`src/rtl/score_counter_bcd_pkg.sv`:
```
// Package flappy_score_pkg: shared types and constants for the Flappy score counter.
//   state_t     : round FSM states IDLE / RUN / OVER
//   bcd_digit_t : one BCD digit (4 bits, legal values 0..9)
//   SEG_*       : active-low 7-segment patterns {g..a} for digits 0..9 and a blank code
// No ports; imported by every file of the score counter.
package flappy_score_pkg;

    typedef enum logic [1:0] {
        IDLE = 2'd0,
        RUN  = 2'd1,
        OVER = 2'd2
    } state_t;

    typedef logic [3:0] bcd_digit_t;

    localparam logic [6:0] SEG_0     = 7'b1000000;
    localparam logic [6:0] SEG_1     = 7'b1111001;
    localparam logic [6:0] SEG_2     = 7'b0100100;
    localparam logic [6:0] SEG_3     = 7'b0110000;
    localparam logic [6:0] SEG_4     = 7'b0011001;
    localparam logic [6:0] SEG_5     = 7'b0010010;
    localparam logic [6:0] SEG_6     = 7'b0000010;
    localparam logic [6:0] SEG_7     = 7'b1111000;
    localparam logic [6:0] SEG_8     = 7'b0000000;
    localparam logic [6:0] SEG_9     = 7'b0010000;
    localparam logic [6:0] SEG_BLANK = 7'b1111111;

endpackage

```
`src/rtl/score_counter_bcd_if.sv`:
```
// Interface score_counter_bcd_if: groups the round controls and display outputs of
// the score counter.
//   inputs to the counter : start, score, fail, crush, clear (all level signals)
//   outputs of the counter: hex, bcd, rollover, saturated, game_over
//   with HIGH_SCORE_EN    : best_hex, new_best as extra counter outputs
// Modports: master drives the controls (game logic / bench), slave is the counter.
interface score_counter_bcd_if #(
    parameter int NUM_DIGITS = 3
) ();

    logic                      start;
    logic                      score;
    logic                      fail;
    logic                      crush;
    logic                      clear;
    logic [7*NUM_DIGITS-1:0]   hex;
    logic [4*NUM_DIGITS-1:0]   bcd;
    logic                      rollover;
    logic                      saturated;
    logic                      game_over;
`ifdef HIGH_SCORE_EN
    logic [7*NUM_DIGITS-1:0]   best_hex;
    logic                      new_best;
`endif

`ifdef HIGH_SCORE_EN
    modport master (
        output start, score, fail, crush, clear,
        input  hex, bcd, rollover, saturated, game_over, best_hex, new_best
    );
    modport slave (
        input  start, score, fail, crush, clear,
        output hex, bcd, rollover, saturated, game_over, best_hex, new_best
    );
`else
    modport master (
        output start, score, fail, crush, clear,
        input  hex, bcd, rollover, saturated, game_over
    );
    modport slave (
        input  start, score, fail, crush, clear,
        output hex, bcd, rollover, saturated, game_over
    );
`endif

endinterface

```
`src/rtl/score_counter_bcd_seg7_decode.sv`:
```
// seg7_decode: combinational BCD digit to active-low 7-segment decoder.
//   bcd : in  bcd_digit_t, value 0..9 (codes 10..15 show blank)
//   seg : out 7-bit active-low segments {g..a}
import flappy_score_pkg::*;

module seg7_decode (
    input  bcd_digit_t  bcd,
    output logic [6:0]  seg
);

    // Digit lookup; any non-decimal code blanks the display
    always_comb begin
        seg = SEG_BLANK;
        case (bcd)
            4'd0:    seg = SEG_0;
            4'd1:    seg = SEG_1;
            4'd2:    seg = SEG_2;
            4'd3:    seg = SEG_3;
            4'd4:    seg = SEG_4;
            4'd5:    seg = SEG_5;
            4'd6:    seg = SEG_6;
            4'd7:    seg = SEG_7;
            4'd8:    seg = SEG_8;
            4'd9:    seg = SEG_9;
            default: seg = SEG_BLANK;
        endcase
    end

endmodule

```
`src/rtl/score_counter_bcd.sv`:
```
// score_counter_bcd: NUM_DIGITS-digit BCD score counter with a round FSM
// (IDLE/RUN/OVER) and per-digit 7-segment outputs for the Flappy game.
//   Clock : system clock, all state changes on posedge
//   reset : synchronous, active-high
//   bus   : score_counter_bcd_if.slave (start/score/fail/crush/clear in;
//           hex/bcd/rollover/saturated/game_over out)
// Parameters: NUM_DIGITS (1..6), WRAP (1: wrap all-9s to 0 with rollover pulse,
//             0: saturate at all-9s).
// Optional feature macro HIGH_SCORE_EN: adds a best-score register (survives clear)
// with best_hex display and a one-cycle new_best pulse when a round beats it.
import flappy_score_pkg::*;

module score_counter_bcd #(
    parameter int NUM_DIGITS = 3,
    parameter bit WRAP       = 1'b1
) (
    input  logic               Clock,
    input  logic               reset,
    score_counter_bcd_if.slave bus
);

    state_t                  state_r;
    state_t                  state_nxt_s;
    logic [4*NUM_DIGITS-1:0] count_r;
    logic [4*NUM_DIGITS-1:0] count_inc_s;
    logic [7*NUM_DIGITS-1:0] hex_s;
    logic                    all_nines_s;
    logic                    inc_s;
    logic                    rollover_r;

    // Same-cycle fail/crush wins over a score pulse
    assign inc_s = (state_r == RUN) && bus.score && !bus.fail && !bus.crush && !bus.clear;

    // Round FSM state register
    always_ff @(posedge Clock) begin
        if (reset) begin
            state_r <= IDLE;
        end else begin
            state_r <= state_nxt_s;
        end
    end

    // Round FSM next state; clear returns to IDLE from any state
    always_comb begin
        state_nxt_s = state_r;
        if (bus.clear) begin
            state_nxt_s = IDLE;
        end else begin
            case (state_r)
                IDLE: begin
                    if (bus.start) state_nxt_s = RUN;
                    else           state_nxt_s = IDLE;
                end
                RUN: begin
                    if (bus.fail || bus.crush) state_nxt_s = OVER;
                    else if (!bus.start)       state_nxt_s = IDLE;
                    else                       state_nxt_s = RUN;
                end
                OVER:    state_nxt_s = OVER;
                default: state_nxt_s = IDLE;
            endcase
        end
    end

    // BCD ripple increment; the carry surviving past the top digit means all-9s
    always_comb begin
        logic       carry_v;
        bcd_digit_t digit_v;
        carry_v     = 1'b1;
        digit_v     = 4'd0;
        count_inc_s = '0;
        for (int i = 0; i < NUM_DIGITS; i++) begin
            digit_v = count_r[4*i +: 4];
            if (carry_v) begin
                if (digit_v >= 4'd9) begin
                    count_inc_s[4*i +: 4] = 4'd0;
                    carry_v               = 1'b1;
                end else begin
                    count_inc_s[4*i +: 4] = digit_v + 4'd1;
                    carry_v               = 1'b0;
                end
            end else begin
                count_inc_s[4*i +: 4] = digit_v;
            end
        end
        all_nines_s = carry_v;
    end

    // Score register and rollover pulse; saturating builds hold all-9s
    always_ff @(posedge Clock) begin
        if (reset || bus.clear) begin
            count_r    <= '0;
            rollover_r <= 1'b0;
        end else if (inc_s) begin
            if (all_nines_s && !WRAP) begin
                count_r    <= count_r;
                rollover_r <= 1'b0;
            end else begin
                count_r    <= count_inc_s;
                rollover_r <= all_nines_s;
            end
        end else begin
            rollover_r <= 1'b0;
        end
    end

    for (genvar g = 0; g < NUM_DIGITS; g++) begin : g_hex
        seg7_decode u_seg (
            .bcd (count_r[4*g +: 4]),
            .seg (hex_s[7*g +: 7])
        );
    end

    assign bus.hex       = hex_s;
    assign bus.bcd       = count_r;
    assign bus.rollover  = rollover_r;
    assign bus.saturated = !WRAP && all_nines_s;
    assign bus.game_over = (state_r == OVER);

`ifdef HIGH_SCORE_EN
    logic [4*NUM_DIGITS-1:0] best_r;
    logic [7*NUM_DIGITS-1:0] best_hex_s;
    logic                    new_best_r;
    logic                    round_end_s;

    assign round_end_s = (state_r == RUN) && (state_nxt_s == OVER);

    // Best score capture at round end; packed BCD compares like binary digit-wise
    always_ff @(posedge Clock) begin
        if (reset) begin
            best_r     <= '0;
            new_best_r <= 1'b0;
        end else if (round_end_s && (count_r > best_r)) begin
            best_r     <= count_r;
            new_best_r <= 1'b1;
        end else begin
            new_best_r <= 1'b0;
        end
    end

    for (genvar g = 0; g < NUM_DIGITS; g++) begin : g_best_hex
        seg7_decode u_seg (
            .bcd (best_r[4*g +: 4]),
            .seg (best_hex_s[7*g +: 7])
        );
    end

    assign bus.best_hex = best_hex_s;
    assign bus.new_best = new_best_r;
`endif

endmodule
```
`src/flat_wrapper.sv`:
```
// flat-port wrapper written by rule: the top's interface ports become plain ports
module score_counter_bcd_flat 
#(
    parameter int NUM_DIGITS = 3,
    parameter bit WRAP       = 1'b1
)
  (Clock, reset, bus_start, bus_score, bus_fail, bus_crush, bus_clear, bus_hex, bus_bcd, bus_rollover, bus_saturated, bus_game_over);
  score_counter_bcd_if #(.NUM_DIGITS(NUM_DIGITS)) bus_i ();
  input  logic Clock;
  input  logic reset;
  input wire logic [$bits(bus_i.start)-1:0] bus_start;
  input wire logic [$bits(bus_i.score)-1:0] bus_score;
  input wire logic [$bits(bus_i.fail)-1:0] bus_fail;
  input wire logic [$bits(bus_i.crush)-1:0] bus_crush;
  input wire logic [$bits(bus_i.clear)-1:0] bus_clear;
  output wire logic [$bits(bus_i.hex)-1:0] bus_hex;
  output wire logic [$bits(bus_i.bcd)-1:0] bus_bcd;
  output wire logic [$bits(bus_i.rollover)-1:0] bus_rollover;
  output wire logic [$bits(bus_i.saturated)-1:0] bus_saturated;
  output wire logic [$bits(bus_i.game_over)-1:0] bus_game_over;
  assign bus_i.start = bus_start;
  assign bus_i.score = bus_score;
  assign bus_i.fail = bus_fail;
  assign bus_i.crush = bus_crush;
  assign bus_i.clear = bus_clear;
  assign bus_hex = bus_i.hex;
  assign bus_bcd = bus_i.bcd;
  assign bus_rollover = bus_i.rollover;
  assign bus_saturated = bus_i.saturated;
  assign bus_game_over = bus_i.game_over;
  score_counter_bcd #(.NUM_DIGITS(NUM_DIGITS), .WRAP(WRAP)) u_core (.Clock(Clock), .reset(reset), .bus(bus_i));
endmodule
```
`config.mk`:
```
export PLATFORM = sky130hd
export DESIGN_NAME = score_counter_bcd_flat
export DESIGN_NICKNAME = d
export VERILOG_FILES = /design/src/rtl/score_counter_bcd_pkg.sv /design/src/rtl/score_counter_bcd_if.sv /design/src/rtl/score_counter_bcd_seg7_decode.sv /design/src/rtl/score_counter_bcd.sv /design/src/flat_wrapper.sv
export SDC_FILE = /design/constraint.sdc
export NUM_CORES = 1
export LEC_CHECK = 0
export ABC_AREA = 1
export CAP_MARGIN = 30
export CORE_MARGIN = 10
export CORE_UTILIZATION = 48
export CTS_BUF_LIST = sky130_fd_sc_hd__clkbuf_8
export CTS_CLUSTER_DIAMETER = 120
export DETAILED_ROUTE_END_ITERATION = 16
export HOLD_SLACK_MARGIN = 0.02
export PLACE_DENSITY_LB_ADDON = 0.08
export SYNTH_ARGS = -nofsm -noshare
export SYNTH_HDL_FRONTEND = slang
export SYNTH_SLANG_ARGS = --single-unit
```
`constraint.sdc`:
```
create_clock -name Clock -period 2.2 [get_ports Clock]
set_input_delay 0.44 -clock Clock [delete_from_list [all_inputs] [get_ports Clock]]
set_output_delay 0.44 -clock Clock [all_outputs]
set_load 0.02 [all_outputs]
```
==> results_dict.tcl, run 1 <==
set metrics [dict create \
    drc 0 \
    final_min_period_over_clock_period 0.9418 \
    crit_path_end_kind "register" \
    track_usage 0.1178 \
    drt_pass1_iterations 4 \
    ys_seq_area_frac 0.3378 \
    fillCellCount 390 \
    grt_pass1_vias 1690 \
    clock-sinks 36 \
    async_flop_share 0 \
    io_pins 43 \
    row_count 24 \
    cts_hold_buf 0 \
    synth_enable_flop_cells 0 \
    port_buffers 41 \
    ir_worst_vdd_v 0.0002812 \
    die_h_um 86.67 \
    core-area_um2 4324 \
    placed_area_um2 2768 \
    drt_wl_total_um 4444 \
    synthesis.instances 266 \
    area_growth_pct 39.41 \
    final_util 0.6878 \
    gr-total-overflow 0 \
    layout_commonest_cell "nand2_1" \
    initial_utilization 0.4933 \
    clock_latency_ps 290 \
    ys_types 35 \
    setup_viol 0 \
    clkSlewWorstSetupHoldPaths_ps 70 \
    antenna_found_initial 0 \
    place_congestion 0.8028 \
    hold_class "reg -> reg" \
    final_cell_mix "nand2_1, clkdlybuf4s50_1, inv_1, dfxtp_1, buf_4" \
    crit_type "in -> reg" \
    power_w 0.001285 \
    cp-start-kind "primary input" \
    grt_pass1_wl_um 7300 \
    drt-wirelength-per-cell_um 11.34 \
    die_w_um 86.67 \
    arrival_ps 2260 \
    required_ps 2380 \
    finalCriticalPeriod_ps 2072 \
    place_hpwl_um 3428 \
    status "complete, no violations" \
    maxCapViolCount 0 \
    instances_no_fill 392 \
    routed_via_density 4.599 \
    whs_ps 461.7 \
    grt_max_degree 21 \
    final_max_slew_viol_count 0 \
    via_count 1803 \
    ys_ff_latch 36 \
    ys_warn_count 0 \
    antenna_cells 0 \
    layout-drive-gt1-share 0.2559 \
    p_leak_nw 1.590 \
    cp_max_fo 6 \
    cts_max_level 2 \
    syn_nets 297 \
    yosys_most_used_dff "dfxtp_1" \
    fmax_mhz 482.6 \
    synth.cell_area_um2 2133 \
    first_iter_violations 46 \
    dieArea_um2 7511 \
    clockBufferDepth 2 \
    final_cell_area_um2 2974 \
    power.density_nw_per_um2 432.0 \
    avgSynthCellArea_um2 8.020 \
    cts_tree "built" \
    ant_nets 0 \
    clockRootBuffer "clkbuf_8" \
    clock_skew_ps 5.413 \
    fin_nets 370 \
    finalHoldViolCount 0 \
    numCtsBuffers 5 \
    dp.cells 379 \
]
==> worst paths after layout <==
| check | cells past startpoint | slack [ps] | endpoint | start |
|---|---|---|---|---|
| max | 12 | 130 | u_core.g_hex[0].u_seg.seg[3] | bus_score |
| min | 1 | 460 | u_core.state_r[0] | u_core.state_r[0] |
| max reg2reg | 16 | 160 | u_core.g_hex[0].u_seg.seg[3] | u_core.bus.bcd[1] |
| min reg2reg | 1 | 460 | u_core.state_r[0] | u_core.state_r[0] |
==> worst max-delay path, cell delays in order <==
cell	delay (ps)
clkdlybuf4s50_1	450
inv_1	60
nor2_4	120
nand3_4	120
nor2_4	210
nor2_4	70
inv_2	80
nor2_4	50
ha_1	290
or2_1	240
nand3_1	80
nand2_1	50
==> timing repair <==
item,4_1_cts,5_1_grt
setup buffers,0,5
gates resized for setup,0,20
setup endpoints to repair,0,16
==> flip-flops by register name (all words and copies together), names as in the netlist <==
name / count
u_core.g_hex.u_seg.seg: 21
u_core.bus.rollover: 1
u_core.state_r: 2
u_core.bus.bcd: 12
==> layer usage <==
layer | vias to the layer above | share of wire | global-route usage
met2 | 34 | 0.48 | 0.1993
met3 | 10 | 0.070 | 0.05159
met5 | - | 0 | 0
met1 | 787 | 0.43 | 0.1264
met4 | 0 | 0.022 | 0.04418
li1 | 972 | - | -
==> final cells by class <==
cell class | count | area (um^2) | area share
repair buffers | 69 | 625.6 | 0.2103
flip-flops and latches | 36 | 724.4 | 0.2436
multi-input cells | 184 | 1282 | 0.4312
clock inverters | 3 | 42.54 | 0.01430
inverters | 43 | 165.2 | 0.05553
well taps | 52 | 65.06 | 0.02188
clock buffers | 5 | 68.82 | 0.02314
==> per-stage QoR <==
step	setup WS (ps)	TNS [ps]
floorplan	9.189	0
global placement	-218.2	-2740
detailed placement	-248.8	-3241
CTS	56.51	0
global route	-27.36	-35.17
finish	128.1	0
==> synth_stat cells, types with 2 or more instances <==
cell      n  share of area
dfxtp_1  36           0.34
nand3_4   2          0.016
nor2_4    3          0.016
nor3_1    2         0.0047
a21oi_1   3         0.0070
or2_2     2         0.0059
buf_4     2         0.0070
inv_2     2         0.0035
nand4_1   4          0.012
o21ai_0   2         0.0047
nand2_4   7          0.037
xor2_1    4          0.016
o21ai_4   2          0.015
nor2_1    5         0.0088
ha_1     24           0.14
nand3_2   5          0.023
inv_1    39          0.069
nand2_1  69           0.12
or2_1     2         0.0059
nand3_1  28          0.066
nand2_2   5          0.015
nor2_2    5          0.015
==> power breakdown <==
part           internal [W]  switching, W
clock network      0.000335      0.000240
logic             0.0000237     0.0000323
registers          0.000653    0.00000103
==> cells by family (layout without fill, tap and decap cells) <==
family / after synthesis / in the layout / share of synthesized area
flops: 36 / 36 / 0.3378
buf+inv: 46 / 120 / 0.08680
xor+xnor: 4 / 4 / 0.01642
other cells: 1 / 1 / 0.001758
fa+ha+maj: 24 / 24 / 0.1408
simple gates: 141 / 141 / 0.3589
compound gates: 14 / 14 / 0.05748
(Power assumes the default switching activity.)
==> run 2, diff against run 1 <==
--- a/config.mk
+++ b/config.mk
@@ -8,12 +8,13 @@
 export ABC_AREA = 1
 export CAP_MARGIN = 30
 export CORE_MARGIN = 10
-export CORE_UTILIZATION = 48
+export CORE_UTILIZATION = 30
 export CTS_BUF_LIST = sky130_fd_sc_hd__clkbuf_8
 export CTS_CLUSTER_DIAMETER = 120
 export DETAILED_ROUTE_END_ITERATION = 16
 export HOLD_SLACK_MARGIN = 0.02
 export PLACE_DENSITY_LB_ADDON = 0.08
+export REMOVE_ABC_BUFFERS = 1
 export SYNTH_ARGS = -nofsm -noshare
 export SYNTH_HDL_FRONTEND = slang
 export SYNTH_SLANG_ARGS = --single-unit
==> run 2 against run 1 <==
Compared with the run above:
- non-clock buffer count is 3 higher
- highest routed layer unchanged
- flip-flop and latch count stayed put
- setup slack worse by 15 ps
==> results_dict.tcl, run 2 (synthesis results as in run 1) <==
set metrics [dict create \
    status "complete, no violations" \
    met2_length_um 2223 \
    io_pins 43 \
    setup_slack_ps 113.3 \
    die_w_um 104.3 \
    cp_cell_sequence "inv_2 > ha_2 > nor2_2 > nand2_2 > nand2_4 > nor2_4 > nor2_4 > inv_2 > nor2_4 > inv_2 > ha_1 > or2_2 > nand3_1 > nand2_1" \
    instances_no_fill 438 \
    final_max_slew_viol_count 0 \
    area_growth_pct 43.93 \
    layout_commonest_cell "nand2_1" \
    cts_tree "built" \
    first_iter_violations 54 \
    grt_max_degree 16 \
    final_cell_mix "nand2_1, clkdlybuf4s50_1, inv_1, dfxtp_1" \
    cp_max_fo 5 \
    ant_nets 0 \
    power.density_nw_per_um2 370.6 \
    top_layer_used "met4" \
    cp-start-kind "register" \
    power_w 0.001138 \
    antenna_cells 0 \
    grt_pass1_wl_um 7879 \
    clock-sinks 36 \
    numCtsBuffers 5 \
    crit_type "reg -> reg" \
    arrival_ps 2250 \
    track_usage 0.08531 \
    via_count 1813 \
    clock_skew_ps 11.42 \
    maxCapViolCount 0 \
    core-area_um2 6869 \
    clkSlewWorstSetupHoldPaths_ps 70 \
    drt_wl_total_um 4671 \
    fin_nets 373 \
    cts_max_level 2 \
    hold_class "reg -> reg" \
    cpPeakStageDelay_ps 330 \
    reg2reg_slack_ps 110 \
    largest_reg_flops 21 \
    crit_slowest_cell "dfxtp_2" \
    row_count 30 \
    required_ps 2370 \
    drt_pass1_iterations 4 \
    place_hpwl_um 3769 \
    dp.cells 424 \
    die_h_um 104.3 \
    finalHoldViolCount 0 \
    gr-total-overflow 0 \
    drc 0 \
    setup_viol 0 \
    clock_latency_ps 280 \
    antenna_found_initial 0 \
    wirelength_met1_um 2101 \
    post-place-ws_ps -282.7 \
    grt_pass1_vias 1763 \
    finalCriticalPeriod_ps 2087 \
    drt-wirelength-per-cell_um 10.66 \
    ir_worst_vdd_v 0.0002168 \
    port_buffers 41 \
    route.met3.wl_um 313 \
    crit_path_end_kind "register" \
    clockBufferDepth 2 \
    layout-drive-gt1-share 0.2836 \
    place_congestion 0.7915 \
    cts_hold_buf 0 \
    routed_via_density 4.139 \
    final_min_period_over_clock_period 0.9485 \
    finalSetupTns_ps 0 \
    fmax_mhz 479.2 \
    clockRootBuffer "clkbuf_8" \
    initial_utilization 0.3106 \
    dieArea_um2 10880 \
    p_leak_nw 1.615 \
]
-- run 2: timing repair --
action / CTS / global route
setup endpoints to repair: 0 / 17
resized for setup: 0 / 33
buffers inserted: 0 / 7
-- run 2: where the power goes --
| group | internal (W) | switching (W) | total, W |
|---|---|---|---|
| clock | 0.000210 | 0.000216 | 0.000427 |
| combinational | 0.0000237 | 0.0000333 | 0.0000570 |
| sequential | 0.000653 | 0.000000964 | 0.000654 |
| total | 0.000887 | 0.000251 | 0.00114 |
-- run 2: critical path, delay by kind of cell (launching register included) --
| kind | cells | cell delay [ps] |
|---|---|---|
| adder cells (fa/ha/maj) | 2 | 350 |
| buffers and inverters | 3 | 170 |
| flip-flops | 1 | 330 |
| AND/OR/NAND/NOR | 9 | 1120 |
-- run 2: worst paths after layout --
path                startpoint  depth (start not counted)                      endpoint
max          u_core.bus.bcd[1]                         14  u_core.g_hex[0].u_seg.seg[0]
min reg2reg  u_core.state_r[0]                          1             u_core.state_r[0]
min          u_core.state_r[0]                          1             u_core.state_r[0]
max reg2reg  u_core.bus.bcd[1]                         14  u_core.g_hex[0].u_seg.seg[0]
-- run 2: area by class of cell --
class,count,area [um^2]
tap,96,120.1
clock buffer,5,68.82
inverter,43,165.2
timing repair buffer,72,670.6
sequential,36,723.2
clock inverter,2,8.758
multi-input combinational,184,1314
fill,724,3799
-- run 2: per-layer routing --
metal | global-route usage | vias up
li1 | - | 979
met1 | 0.09642 | 796
met2 | 0.1415 | 36
met3 | 0.03408 | 2
met4 | 0.02982 | 0
met5 | 0 | -
-- run 2: metrics by stage --
step / hold slack, ps / utilization / cell area, um^2
2_1_floorplan: 427.1 / - / 2113
3_3_place_gp: 438.7 / 0.4111 / 2824
3_5_place_dp: 441.5 / 0.4111 / 2824
4_1_cts: 452.5 / 0.4224 / 2902
5_1_grt: 496.9 / 0.4470 / 3070
6_report: 447.7 / 0.4470 / 3070
